**config.mk**
```make
export PLATFORM = sky130hd
export DESIGN_NAME = uart_rx
export DESIGN_NICKNAME = d
export VERILOG_FILES = /design/src/rtl/uart_pkg.sv /design/src/rtl/sync_2ff.sv /design/src/rtl/uart_rx.sv
export SDC_FILE = /design/constraint.sdc
export NUM_CORES = 1
export LEC_CHECK = 0
export BUFFER_PORTS_ARGS = -buffer_cell sky130_fd_sc_hd__buf_2
export CORE_ASPECT_RATIO = 0.5
export CORE_MARGIN = 4
export CORE_UTILIZATION = 44
export DETAILED_ROUTE_END_ITERATION = 7
export GPL_TIMING_DRIVEN = 0
export PLACE_DENSITY = 0.74
export RECOVER_POWER = 50
export SKIP_CTS_REPAIR_TIMING = 1
export SYNTH_ARGS = -nofsm -noshare
export SYNTH_HDL_FRONTEND = slang
export SYNTH_SLANG_ARGS = --single-unit
```
**constraint.sdc**
```tcl
create_clock -name clk_init -period 2.97 [get_ports clk_init]
set_input_delay 0.297 -clock clk_init [delete_from_list [all_inputs] [get_ports clk_init]]
set_output_delay 0.297 -clock clk_init [all_outputs]
set_load 0.01 [all_outputs]
```
**src/rtl/uart_pkg.sv**
```systemverilog
// Shared UART definitions: receiver state encoding, default baud divisor and byte width.
package uart_pkg;

    localparam int unsigned UART_CLKS_PER_BIT_DEFAULT = 434;
    localparam int unsigned UART_DATA_W               = 8;

    typedef enum logic [2:0] {
        IDLE  = 3'd0,
        START = 3'd1,
        DATA  = 3'd2,
        STOP  = 3'd3,
        BREAK = 3'd4
    } rx_state_e;

endpackage

```
**src/rtl/sync_2ff.sv**
```systemverilog
// Generic two-flop synchronizer for a single asynchronous input bit.
module sync_2ff #(
    parameter logic RESET_VAL = 1'b0
) (
    input  logic clk,
    input  logic rst_n,
    input  logic d,
    output logic q
);

    logic meta_q, meta_d;
    logic sync_q, sync_d;

    always_comb begin
        meta_d = d;
        sync_d = meta_q;
    end

    always_ff @(posedge clk or negedge rst_n) begin
        if (!rst_n) begin
            meta_q <= RESET_VAL;
            sync_q <= RESET_VAL;
        end else begin
            meta_q <= meta_d;
            sync_q <= sync_d;
        end
    end

    assign q = sync_q;

endmodule

```
**src/rtl/uart_rx.sv**
```systemverilog
// 8N1 serial receiver: samples RxD at bit centres and hands bytes to the CPU
// through a valid/ack register pair, flagging framing errors and overruns.
module uart_rx
    import uart_pkg::*;
#(
    parameter int unsigned CLKS_PER_BIT = UART_CLKS_PER_BIT_DEFAULT
) (
    input  logic                   clk_init,
    input  logic                   rst_init,
    input  logic                   RxD,
    output logic [UART_DATA_W-1:0] rx_data,
    output logic                   rx_valid,
    input  logic                   rx_ack,
    output logic                   rx_frame_err,
    output logic                   rx_overrun,
    output logic                   rx_busy
);

    localparam int unsigned HALF   = CLKS_PER_BIT / 2;
    localparam int unsigned TCNT_W = $clog2(CLKS_PER_BIT);
    localparam int unsigned DW     = UART_DATA_W;

    logic s;

    sync_2ff #(.RESET_VAL(1'b1)) u_sync (
        .clk   (clk_init),
        .rst_n (rst_init),
        .d     (RxD),
        .q     (s)
    );

    rx_state_e         state_q, state_d;
    logic [TCNT_W-1:0] tcnt_q, tcnt_d;
    logic [2:0]        bcnt_q, bcnt_d;
    logic [DW-1:0]     shift_q, shift_d;
    logic [DW-1:0]     data_q, data_d;
    logic              deliver_q, deliver_d;
    logic              valid_q, valid_d;
    logic              ferr_q, ferr_d;
    logic              ovr_q, ovr_d;
    logic              busy_q, busy_d;
    logic              tick;

    // State and datapath registers
    always_ff @(posedge clk_init or negedge rst_init) begin
        if (!rst_init) begin
            state_q   <= IDLE;
            tcnt_q    <= '0;
            bcnt_q    <= '0;
            shift_q   <= '0;
            data_q    <= '0;
            deliver_q <= 1'b0;
            valid_q   <= 1'b0;
            ferr_q    <= 1'b0;
            ovr_q     <= 1'b0;
            busy_q    <= 1'b0;
        end else begin
            state_q   <= state_d;
            tcnt_q    <= tcnt_d;
            bcnt_q    <= bcnt_d;
            shift_q   <= shift_d;
            data_q    <= data_d;
            deliver_q <= deliver_d;
            valid_q   <= valid_d;
            ferr_q    <= ferr_d;
            ovr_q     <= ovr_d;
            busy_q    <= busy_d;
        end
    end

    assign tick = (tcnt_q == '0);

    // Frame sequencing: counters, shifting and end-of-frame events
    always_comb begin
        state_d   = state_q;
        tcnt_d    = tcnt_q;
        bcnt_d    = bcnt_q;
        shift_d   = shift_q;
        deliver_d = 1'b0;
        ferr_d    = 1'b0;
        case (state_q)
            IDLE: begin
                if (!s) begin
                    state_d = START;
                    tcnt_d  = TCNT_W'(HALF - 1);
                end
            end
            START: begin
                if (!tick) begin
                    tcnt_d = tcnt_q - TCNT_W'(1);
                end else if (s) begin
                    state_d = IDLE;
                end else begin
                    state_d = DATA;
                    tcnt_d  = TCNT_W'(CLKS_PER_BIT - 1);
                    bcnt_d  = 3'd7;
                end
            end
            DATA: begin
                if (!tick) begin
                    tcnt_d = tcnt_q - TCNT_W'(1);
                end else begin
                    shift_d = {s, shift_q[DW-1:1]};
                    tcnt_d  = TCNT_W'(CLKS_PER_BIT - 1);
                    if (bcnt_q == 3'd0) begin
                        state_d = STOP;
                    end else begin
                        bcnt_d = bcnt_q - 3'd1;
                    end
                end
            end
            STOP: begin
                if (!tick) begin
                    tcnt_d = tcnt_q - TCNT_W'(1);
                end else if (s) begin
                    deliver_d = 1'b1;
                    state_d   = IDLE;
                end else begin
                    ferr_d  = 1'b1;
                    state_d = BREAK;
                end
            end
            BREAK: begin
                if (s) begin
                    state_d = IDLE;
                end
            end
            default: state_d = IDLE;
        endcase
    end

    // Consumer handshake; a same-cycle ack frees the register for the new byte
    always_comb begin
        data_d  = data_q;
        valid_d = valid_q;
        ovr_d   = 1'b0;
        busy_d  = (state_d != IDLE);
        if (deliver_q) begin
            if (!valid_q || rx_ack) begin
                data_d  = shift_q;
                valid_d = 1'b1;
            end else begin
                ovr_d = 1'b1;
            end
        end else if (rx_ack && valid_q) begin
            valid_d = 1'b0;
        end
    end

    assign rx_data      = data_q;
    assign rx_valid     = valid_q;
    assign rx_frame_err = ferr_q;
    assign rx_overrun   = ovr_q;
    assign rx_busy      = busy_q;

endmodule

```
==> flow_summary.json, run 1 <==
{
  "status": "finished with violations",
  "violations": "max-capacitance violations, max-slew violations",
  "finalSetupViolCount": 0,
  "maxUsedRoutingLayer": "met4",
  "antenna_left": 0,
  "cts_root_buffer": "clkbuf_8",
  "p_leak_nw": 1.023,
  "worstSetupStartpointType": "flip-flop",
  "cts-buffers-inserted": 5,
  "start_util": 0.4705,
  "syn-mean-instance-area_sq_um": 11.40,
  "drtIter0Drc": 73,
  "synth_seq_cells": 38,
  "first_pass_iters": 4,
  "m1WireLength_mm": 1.617,
  "tightest_slew_ns": 2.013,
  "hold_slack_ns": 0.1057,
  "cts.sinks": 38,
  "irDropWorstVdd_v": 0.0001763,
  "crit_end": "tcnt_q[8]",
  "startpoint": "tcnt_q[0]",
  "routed-via-count": 1362,
  "synthCells": 166,
  "die_y_um": 54.38,
  "diodes": 0,
  "yosysSeqAreaShare": 0.5036,
  "p_per_area_mw_per_mm2": 456.5,
  "synth_most_common_cell": "dfrtp_1",
  "syn_nets": 174,
  "ys.flop_type": "dfrtp_1",
  "area_growth_pct": 13.29,
  "portBuffers": 15,
  "synth_commonest_cells": "dfrtp_1 (36), mux2_2 (17), inv_1 (13)",
  "maxCapViolations": 1,
  "crit_arrival_ns": 2.33,
  "fin_setup_tns_ns": 0,
  "fin_cells": 242,
  "worstSetupEndpointType": "flip-flop",
  "dp.cells": 235,
  "via_per_inst": 5.628,
  "grt_pass1_vias": 1306,
  "finalWeightedCongestion": 0.8669,
  "slew_viol_final": 39,
  "hold_path.class": "input port to flip-flop",
  "async_reset_ff_frac": 1.000,
  "rr_endpoint": "tcnt_q[8]",
  "path_clk_slew_ns": 0.07,
  "grt_max_degree": 39,
  "io_pins": 16,
  "h-tree-depth": 2,
  "grt_use_total": 0.1435,
  "synth_cell_types": 52,
  "cp_max_fo": 8,
  "max_slew_margin": -0.3423,
  "synth_top_cell_by_area": "dfrtp_1",
  "core_area_sq_mm": 0.004024,
  "fin_ws_ns": 0.8771,
  "finClkSkew_ns": 0.004870,
  "cts_tree": "built",
  "grt_pass1_wl_mm": 5.975,
  "rrSetupSlack_ns": 0.88,
  "fp-row-count": 16,
  "clk_latency_ns": 0.29,
  "antenna_found_initial": 0,
  "hold_violations": 0,
  "rr_startpoint": "tcnt_q[0]",
  "ff2ff_path_depth": 6,
  "dp_hpwl_mm": 2.554,
  "synth_top_area_share": 0.4759,
  "wl_met2_mm": 1.640,
  "max_freq_ghz": 0.4778,
  "synth-warning-count": 0,
  "synth_edf_count": 0,
  "dieArea_sq_mm": 0.005479,
  "synthTopCellsByArea": "dfrtp_1 (48%), mux2_2 (10%), dfstp_2 (2.8%)",
  "place_area_sq_mm": 0.002036,
  "cts_max_path_buffers": 2,
  "finalInstanceArea_sq_mm": 0.002145,
  "wl_mm": 3.517,
  "die_w_um": 100.8,
  "wl_per_cell_um": 14.53,
  "cp.required_ns": 3.20,
  "rsz0062_at_grt": "no",
  "synth_area_sq_mm": 0.001893,
  "wl_met3_um": 186,
  "critPathKind": "flip-flop to flip-flop",
  "dp_slack_ns": 0.9246,
  "final_net_count": 196,
  "drc": 0,
  "overflow": 0,
  "drive_above_1_share": 0.2819,
  "min_period_ns": 2.093,
  "post-route-period-util": 0.7047
}
==> registers in the layout, indices dropped and copies added, names as in the netlist <==
signal	cells
bcnt_q	3
rx_valid	1
u_sync.meta_q	1
rx_frame_err	1
shift_q	8
deliver_q	1
rx_overrun	1
rx_busy	1
u_sync.q	1
tcnt_q	9
rx_data	8
state_q	3
==> report_power, final <==
part	switching (mW)	internal [mW]	total, mW	leakage (nW)
logic	0.0126	0.00201	0.0146	0.465
clock network	0.175	0.269	0.443	0.0573
registers	0.00152	0.520	0.521	0.501
==> how the worst min path moves through the flow <==
stage	endpoint	cells past startpoint	from	slack, ns
global route	u_sync.meta_q	1	RxD	0.1
finish	u_sync.meta_q	1	RxD	0.11
detailed placement	u_sync.q	0	u_sync.meta_q	0.36
global placement	u_sync.q	0	u_sync.meta_q	0.35
floorplan	bcnt_q[0]	0	rst_init	0.001
CTS	u_sync.meta_q	1	RxD	0.10
==> cell families (layout without fill, tap and decap cells) <==
kind of cell / count (synthesis) / in the layout / share of synthesized area
AO/OA/AOI/OAI: 36 / 36 / 0.1428
XOR/XNOR: 1 / 1 / 0.004627
adder cells (fa/ha/maj): 4 / 4 / 0.02644
buffers and inverters: 20 / 42 / 0.05420
flip-flops: 38 / 38 / 0.5036
multiplexers: 18 / 18 / 0.1064
AND/OR/NAND/NOR: 49 / 49 / 0.1619
==> metrics by stage <==
stage / total power [mW] / util
floorplan: 0.5333 / -
global placement: 0.5461 / 0.5059
detailed placement: 0.5471 / 0.5059
CTS: 0.9893 / 0.5339
global route: 1.010 / 0.5330
finish: 0.9790 / 0.5330
==> worst max-delay path, stage by stage (launching register included) <==
cell       delay, ns
dfrtp_1         0.40
inv_1           0.13
ha_1            0.19
nor4b_4         0.44
a31oi_1         0.15
a2111oi_0       0.52
o22a_2          0.21
==> per-layer routing <==
layer / global-route usage / up-vias
li1: - / 649
met4: 0.06040 / 0
met3: 0.03690 / 10
met2: 0.2582 / 45
met5: 0 / -
met1: 0.1679 / 658
==> cells in the final DEF (no fill, tap or decap), drive strengths merged, types with 2 or more instances in the layout <==
cell and count:
and2b 2, o22ai 4, a2111oi 2, or4 2, nand2 10, nand4 2
dfrtp 36, buf 16, ha 4, nor2 12, a211oi 2, nand3 2
clkbuf 12, o211ai 2, o21ai 6, dfstp 2, o22a 2, and3 2
nor4 4, or2 2, nor3b 2, mux2 17, a22oi 4, a21oi 5
a31oi 2, or3 2, inv 13
==> cell type report <==
class	instances	area (sq um)
buffer	7	53.80
clock buffer	6	82.58
clock inverter	1	30.03
fill	345	1879
inverter	13	48.80
multi-input combinational	108	837.1
sequential	38	953.4
tap	54	67.56
timing repair buffer	15	71.32
Note: power is estimated with default switching activity, not from simulation.
==> run 2, diff against run 1 <==
--- a/config.mk
+++ b/config.mk
@@ -5,13 +5,14 @@
 export SDC_FILE = /design/constraint.sdc
 export NUM_CORES = 1
 export LEC_CHECK = 0
+export ABC_AREA = 1
 export BUFFER_PORTS_ARGS = -buffer_cell sky130_fd_sc_hd__buf_2
 export CORE_ASPECT_RATIO = 0.5
 export CORE_MARGIN = 4
 export CORE_UTILIZATION = 44
 export DETAILED_ROUTE_END_ITERATION = 7
 export GPL_TIMING_DRIVEN = 0
-export PLACE_DENSITY = 0.74
+export PLACE_DENSITY = 0.76
 export RECOVER_POWER = 50
 export SKIP_CTS_REPAIR_TIMING = 1
 export SYNTH_ARGS = -nofsm -noshare
==> constraint.sdc (replaced) <==
create_clock -name clk_init -period 1.88 [get_ports clk_init]
set_input_delay 0.188 -clock clk_init [delete_from_list [all_inputs] [get_ports clk_init]]
set_output_delay 0.188 -clock clk_init [all_outputs]
set_load 0.01 [all_outputs]
==> run 2 against run 1 <==
The run now ends clean. Count of clock-buffer cells in the layout decreased by 1. Largest power group is now the clock network. Global-route usage decreased by 0.19 points. Combinational power increased by 61%.
==> flow_summary.json, run 2 <==
{
  "yosys.area_share.simple": 0.2872,
  "finalSetupViolCount": 0,
  "syn_nets": 234,
  "portBuffers": 15,
  "synthCells": 226,
  "irDropWorstVdd_v": 0.0003855,
  "synthMuxAreaShare": 0.006110,
  "path_clk_slew_ns": 0.07,
  "mostFrequentLayoutCell": "nand2_1",
  "fp-row-count": 16,
  "max_flop_register": "tcnt_q",
  "min_period_ns": 1.638,
  "synth_commonest_cells": "nand2_1 (69), dfrtp_1 (36), inv_1 (31)",
  "h-tree-depth": 2,
  "antenna_left": 0,
  "synth_most_common_cell": "nand2_1",
  "grt_max_degree": 39,
  "fin_setup_tns_ns": 0,
  "finClkSkew_ns": 0.008532,
  "largest_reg_flops": 9,
  "cts-buffers-inserted": 5,
  "async_reset_ff_frac": 1.000,
  "clk_latency_ns": 0.30,
  "layout_common_cells": "nand2_1 (69), dfrtp_1 (36), inv_1 (30), nor2_1 (20), nand3_1 (16)",
  "synth_edf_count": 0,
  "finalWeightedCongestion": 0.9281,
  "synth_compound_area_frac": 0.06517,
  "synth_cell_types": 28,
  "via_per_inst": 4.674,
  "max_slew_margin": 0.3882,
  "syn-mean-instance-area_sq_um": 8.155,
  "grt_use_total": 0.1417,
  "hold_violations": 0,
  "post-route-period-util": 0.8714,
  "dp_hpwl_mm": 2.518,
  "cts_tree": "built",
  "rsz0062_at_grt": "no",
  "drc": 0,
  "cts_root_buffer": "clkbuf_8",
  "die_y_um": 53.77,
  "worstSetupEndpointType": "flip-flop",
  "synth_area_sq_mm": 0.001843,
  "ys.flop_type": "dfrtp_1",
  "status": "finished, final reports clean",
  "synth-warning-count": 0,
  "io_pins": 16,
  "drtIter0Drc": 61,
  "die_w_um": 99.53,
  "area_growth_pct": 15.89,
  "final_net_count": 257,
  "finalInstanceArea_sq_mm": 0.002136,
  "critPathKind": "flip-flop to flip-flop",
  "routed-via-count": 1421,
  "overflow": 0,
  "antenna_found_initial": 0,
  "p_leak_nw": 1.070,
  "first_pass_iters": 4,
  "synth_top_cell_by_area": "dfrtp_1",
  "crit_arrival_ns": 1.81,
  "synth_top_family_by_area": "simple AND/OR/NAND/NOR gates",
  "cp_max_fo": 10,
  "power_mw": 1.684,
  "start_util": 0.4650,
  "diodes": 0,
  "max_freq_ghz": 0.6104,
  "synthTopCellsByArea": "dfrtp_1 (49%), nand2_1 (14%), inv_1 (6.3%)",
  "worstSetupStartpointType": "flip-flop",
  "synth-adder-area-share": 0.02716,
  "synth_xor_area_frac": 0.01901,
  "cp.required_ns": 2.06,
  "place_area_sq_mm": 0.001986,
  "maxCapViolations": 0,
  "cts_max_path_buffers": 2,
  "yosysSeqAreaShare": 0.5173,
  "synth_seq_cells": 38,
  "core_area_sq_mm": 0.003964,
  "grt_pass1_wl_mm": 5.823,
  "drive_above_1_share": 0.1680,
  "wl_mm": 3.404,
  "grt_pass1_vias": 1383,
  "wl_per_cell_um": 11.20,
  "dieArea_sq_mm": 0.005351,
  "slew_viol_final": 0,
  "hold_path.class": "input port to async pin",
  "fillers": 366,
  "cts.sinks": 38,
  "synth_top_area_share": 0.4888,
  "p_per_area_mw_per_mm2": 788.5,
  "tightest_slew_ns": 0.9176
}
[run 2: cell type report]
cell class / count / area [sq um] / area share
Inverter: 33 / 123.9 / 0.05800
Tap cell: 54 / 67.56 / 0.03163
Clock buffer: 5 / 68.82 / 0.03222
Multi-Input combinational cell: 152 / 750.7 / 0.3515
Timing Repair Buffer: 16 / 82.58 / 0.03866
Clock inverter: 3 / 68.82 / 0.03222
Sequential cell: 38 / 953.4 / 0.4464
Buffer: 3 / 20.02 / 0.009373
[run 2: power breakdown]
part	internal, mW	switching [mW]	leakage [nW]
registers	0.821	0.00155	0.501
logic	0.00483	0.0186	0.501
clock network	0.532	0.307	0.0683
total	1.36	0.327	1.07
[run 2: final timing paths]
kind                              endpoint  slack, ns     startpoint  depth (start not counted)
worst max-delay path             tcnt_q[4]       0.24      tcnt_q[1]                         12
worst min-delay path             tcnt_q[0]       0.02       rst_init                          1
worst max register to register   tcnt_q[4]       0.24      tcnt_q[1]                         12
worst min register to register    u_sync.q       0.36  u_sync.meta_q                          0
max in group asynchronous        tcnt_q[6]       1.29       rst_init                          1
min in group clk_init           rx_overrun       0.15         rx_ack                          4
[run 2: kinds of logic (layout without fill, tap and decap cells)]
group,Yosys count,after routing
xor gates and xnor gates,4,4
DFF,38,38
buffers and inverters,36,60
AOI/OAI and AO/OA,23,23
and+or+nand+nor,120,120
muxes,1,1
adders and majority gates,4,4
[run 2: per-stage QoR]
stage | instances | util | hold WS, ns | setup WS [ns]
after floorplan | 226 | - | -0.1076 | 0.3793
after global placement | 295 | 0.5009 | 0.2937 | 0.2441
after detailed placement | 295 | 0.5009 | 0.2942 | 0.1798
after CTS | 303 | 0.5357 | -0.02148 | 0.1656
after global routing | 304 | 0.5388 | 0.09098 | 0.02414
final | 304 | 0.5388 | 0.02046 | 0.2418
[run 2: metal layers]
layer,track usage,share of wire
met2,0.2633,0.49
met3,0.05045,0.038
met1,0.1579,0.46
met5,0,0
met4,0.04082,0.013
[run 2: critical path, cell delays in order (launching register included)]
cell     delay (ns)
dfrtp_1        0.39
inv_1          0.10
ha_1           0.18
inv_1          0.06
nor2_1         0.08
nand2_1        0.10
nor2_4         0.13
nand2_1        0.08
nand2_2        0.09
nor2_4         0.05
buf_6          0.13
nand2_1        0.07
nand3_1        0.08
==> run 3, diff against run 2 <==
--- a/config.mk
+++ b/config.mk
@@ -9,10 +9,10 @@
 export BUFFER_PORTS_ARGS = -buffer_cell sky130_fd_sc_hd__buf_2
 export CORE_ASPECT_RATIO = 0.5
 export CORE_MARGIN = 4
-export CORE_UTILIZATION = 44
+export CORE_UTILIZATION = 40
 export DETAILED_ROUTE_END_ITERATION = 7
 export GPL_TIMING_DRIVEN = 0
-export PLACE_DENSITY = 0.76
+export PLACE_DENSITY = 0.71
 export RECOVER_POWER = 50
 export SKIP_CTS_REPAIR_TIMING = 1
 export SYNTH_ARGS = -nofsm -noshare
==> run 3 against run 2 <==
Register-to-register slack worse by 0.05 ns. Global-route usage down 1.6 points. Wire length down 4.7%. Via count up 1.8%. Clock skew down 0.0027 ns. Fmax down 3.0%. Utilization down 7.0 points. Clock power down 38%. Critical endpoint is now tcnt_q[5]. Largest power group is now sequential cells.
==> flow_summary.json, run 3 (synthesis results as in run 2) <==
{
  "start_util": 0.4166,
  "hold_path.class": "input port to async pin",
  "cts.sinks": 38,
  "grt_pass1_vias": 1387,
  "diodes": 0,
  "gr-usage-met1": 0.1575,
  "rsz0062_at_grt": "no",
  "wl_mm": 3.244,
  "max_slew_margin": 0.3875,
  "slew_viol_final": 0,
  "dieArea_sq_mm": 0.005824,
  "grt_use_total": 0.1259,
  "finalWeightedCongestion": 0.8338,
  "min_period_ns": 1.688,
  "crit_arrival_ns": 1.86,
  "routed-via-count": 1447,
  "cp.required_ns": 2.05,
  "fp-row-count": 17,
  "final_util": 0.4692,
  "grt_max_degree": 39,
  "area_growth_pct": 12.63,
  "final_net_count": 257,
  "busiest_layer": "met2",
  "maxCapViolations": 0,
  "io_pins": 16,
  "tightest_slew_ns": 0.9188,
  "antenna_left": 0,
  "portBuffers": 15,
  "cp_max_fo": 7,
  "die_w_um": 104.0,
  "p_per_area_mw_per_mm2": 657.2,
  "cts_max_path_buffers": 2,
  "dp_hpwl_mm": 2.444,
  "mostFrequentLayoutCell": "nand2_1",
  "drc": 0,
  "cts-buffers-inserted": 5,
  "irDropWorstVdd_v": 0.0002383,
  "status": "finished, final reports clean",
  "fin_setup_tns_ns": 0,
  "via_per_inst": 4.729,
  "antenna_found_initial": 0,
  "worstSetupEndpointType": "flip-flop",
  "p_leak_nw": 1.045,
  "wl_per_cell_um": 10.60,
  "finClkSkew_ns": 0.005873,
  "worstSetupStartpointType": "flip-flop",
  "path_clk_slew_ns": 0.07,
  "hold_violations": 0,
  "first_pass_iters": 4,
  "largest_reg_flops": 9,
  "clk_latency_ns": 0.28,
  "h-tree-depth": 2,
  "power_mw": 1.364,
  "critPathKind": "flip-flop to flip-flop",
  "max_freq_ghz": 0.5923,
  "met2_usage": 0.2096,
  "cts_tree": "built",
  "drtIter0Drc": 93,
  "finalSetupViolCount": 0,
  "use_met3": 0.03244,
  "core_area_sq_mm": 0.004424,
  "overflow": 0,
  "post-route-period-util": 0.8980,
  "max_flop_register": "tcnt_q",
  "die_y_um": 56,
  "grt_pass1_wl_mm": 5.996,
  "layout_common_cells": "nand2_1 (69), dfrtp_1 (36), inv_1 (30), nor2_1 (20), nand3_1 (16)",
  "cts_root_buffer": "clkbuf_8",
  "drive_above_1_share": 0.1647
}
==> run 3: final timing paths <==
kind,depth (start not counted),from,slack (ns),end
setup / recovery,13,tcnt_q[1],0.19,tcnt_q[5]
hold reg to reg,0,u_sync.meta_q,0.36,u_sync.q
setup reg to reg,13,tcnt_q[1],0.19,tcnt_q[5]
hold / removal,1,rst_init,0.03,tcnt_q[2]
max in group asynchronous,1,rst_init,1.28,rx_busy
min in group clk_init,4,rx_ack,0.17,rx_overrun
==> run 3: final cells by class <==
cell class / instances / area (sq um)
Clock inverter: 2 / 10.01
Fill cell: 433 / 2349
Sequential cell: 38 / 953.4
Clock buffer: 5 / 68.82
Inverter: 33 / 123.9
Tap cell: 57 / 71.32
Timing Repair Buffer: 16 / 82.58
Multi-Input combinational cell: 152 / 745.7
Buffer: 3 / 20.02
==> run 3: where the power goes <==
part	total (mW)	switching [mW]	internal [mW]
Clock	0.518	0.270	0.249
Combinational	0.0234	0.0185	0.00484
Sequential	0.823	0.00140	0.821
Total	1.36	0.290	1.07
==> run 3: critical path: stages (launching register included) <==
cell	delay [ns]
dfrtp_1	0.38
inv_1	0.10
ha_1	0.17
inv_1	0.06
nor2_1	0.08
nand2_1	0.06
nor2_2	0.15
nand2_1	0.08
nand2_2	0.09
inv_1	0.08
nand2_4	0.10
nor2_1	0.07
nand2_1	0.09
nand2_1	0.05
==> run 3: through the flow <==
| stage | hold WS [ns] | std cells | setup WS [ns] | area, sq um |
|---|---|---|---|---|
| floorplan | -0.1076 | 226 | 0.3793 | 1843 |
| global placement | 0.2936 | 298 | 0.2083 | 1989 |
| detailed placement | 0.2979 | 298 | 0.1715 | 1989 |
| CTS | -0.004467 | 305 | 0.1508 | 2068 |
| global route | 0.1041 | 306 | 0.02429 | 2076 |
| finish | 0.02689 | 306 | 0.1918 | 2076 |
==> run 3: routing by layer <==
metal  vias up  share of wire
met4         0          0.011
met2        20           0.46
met3         4          0.037
met5         -              0
li1        741              -
met1       682           0.49
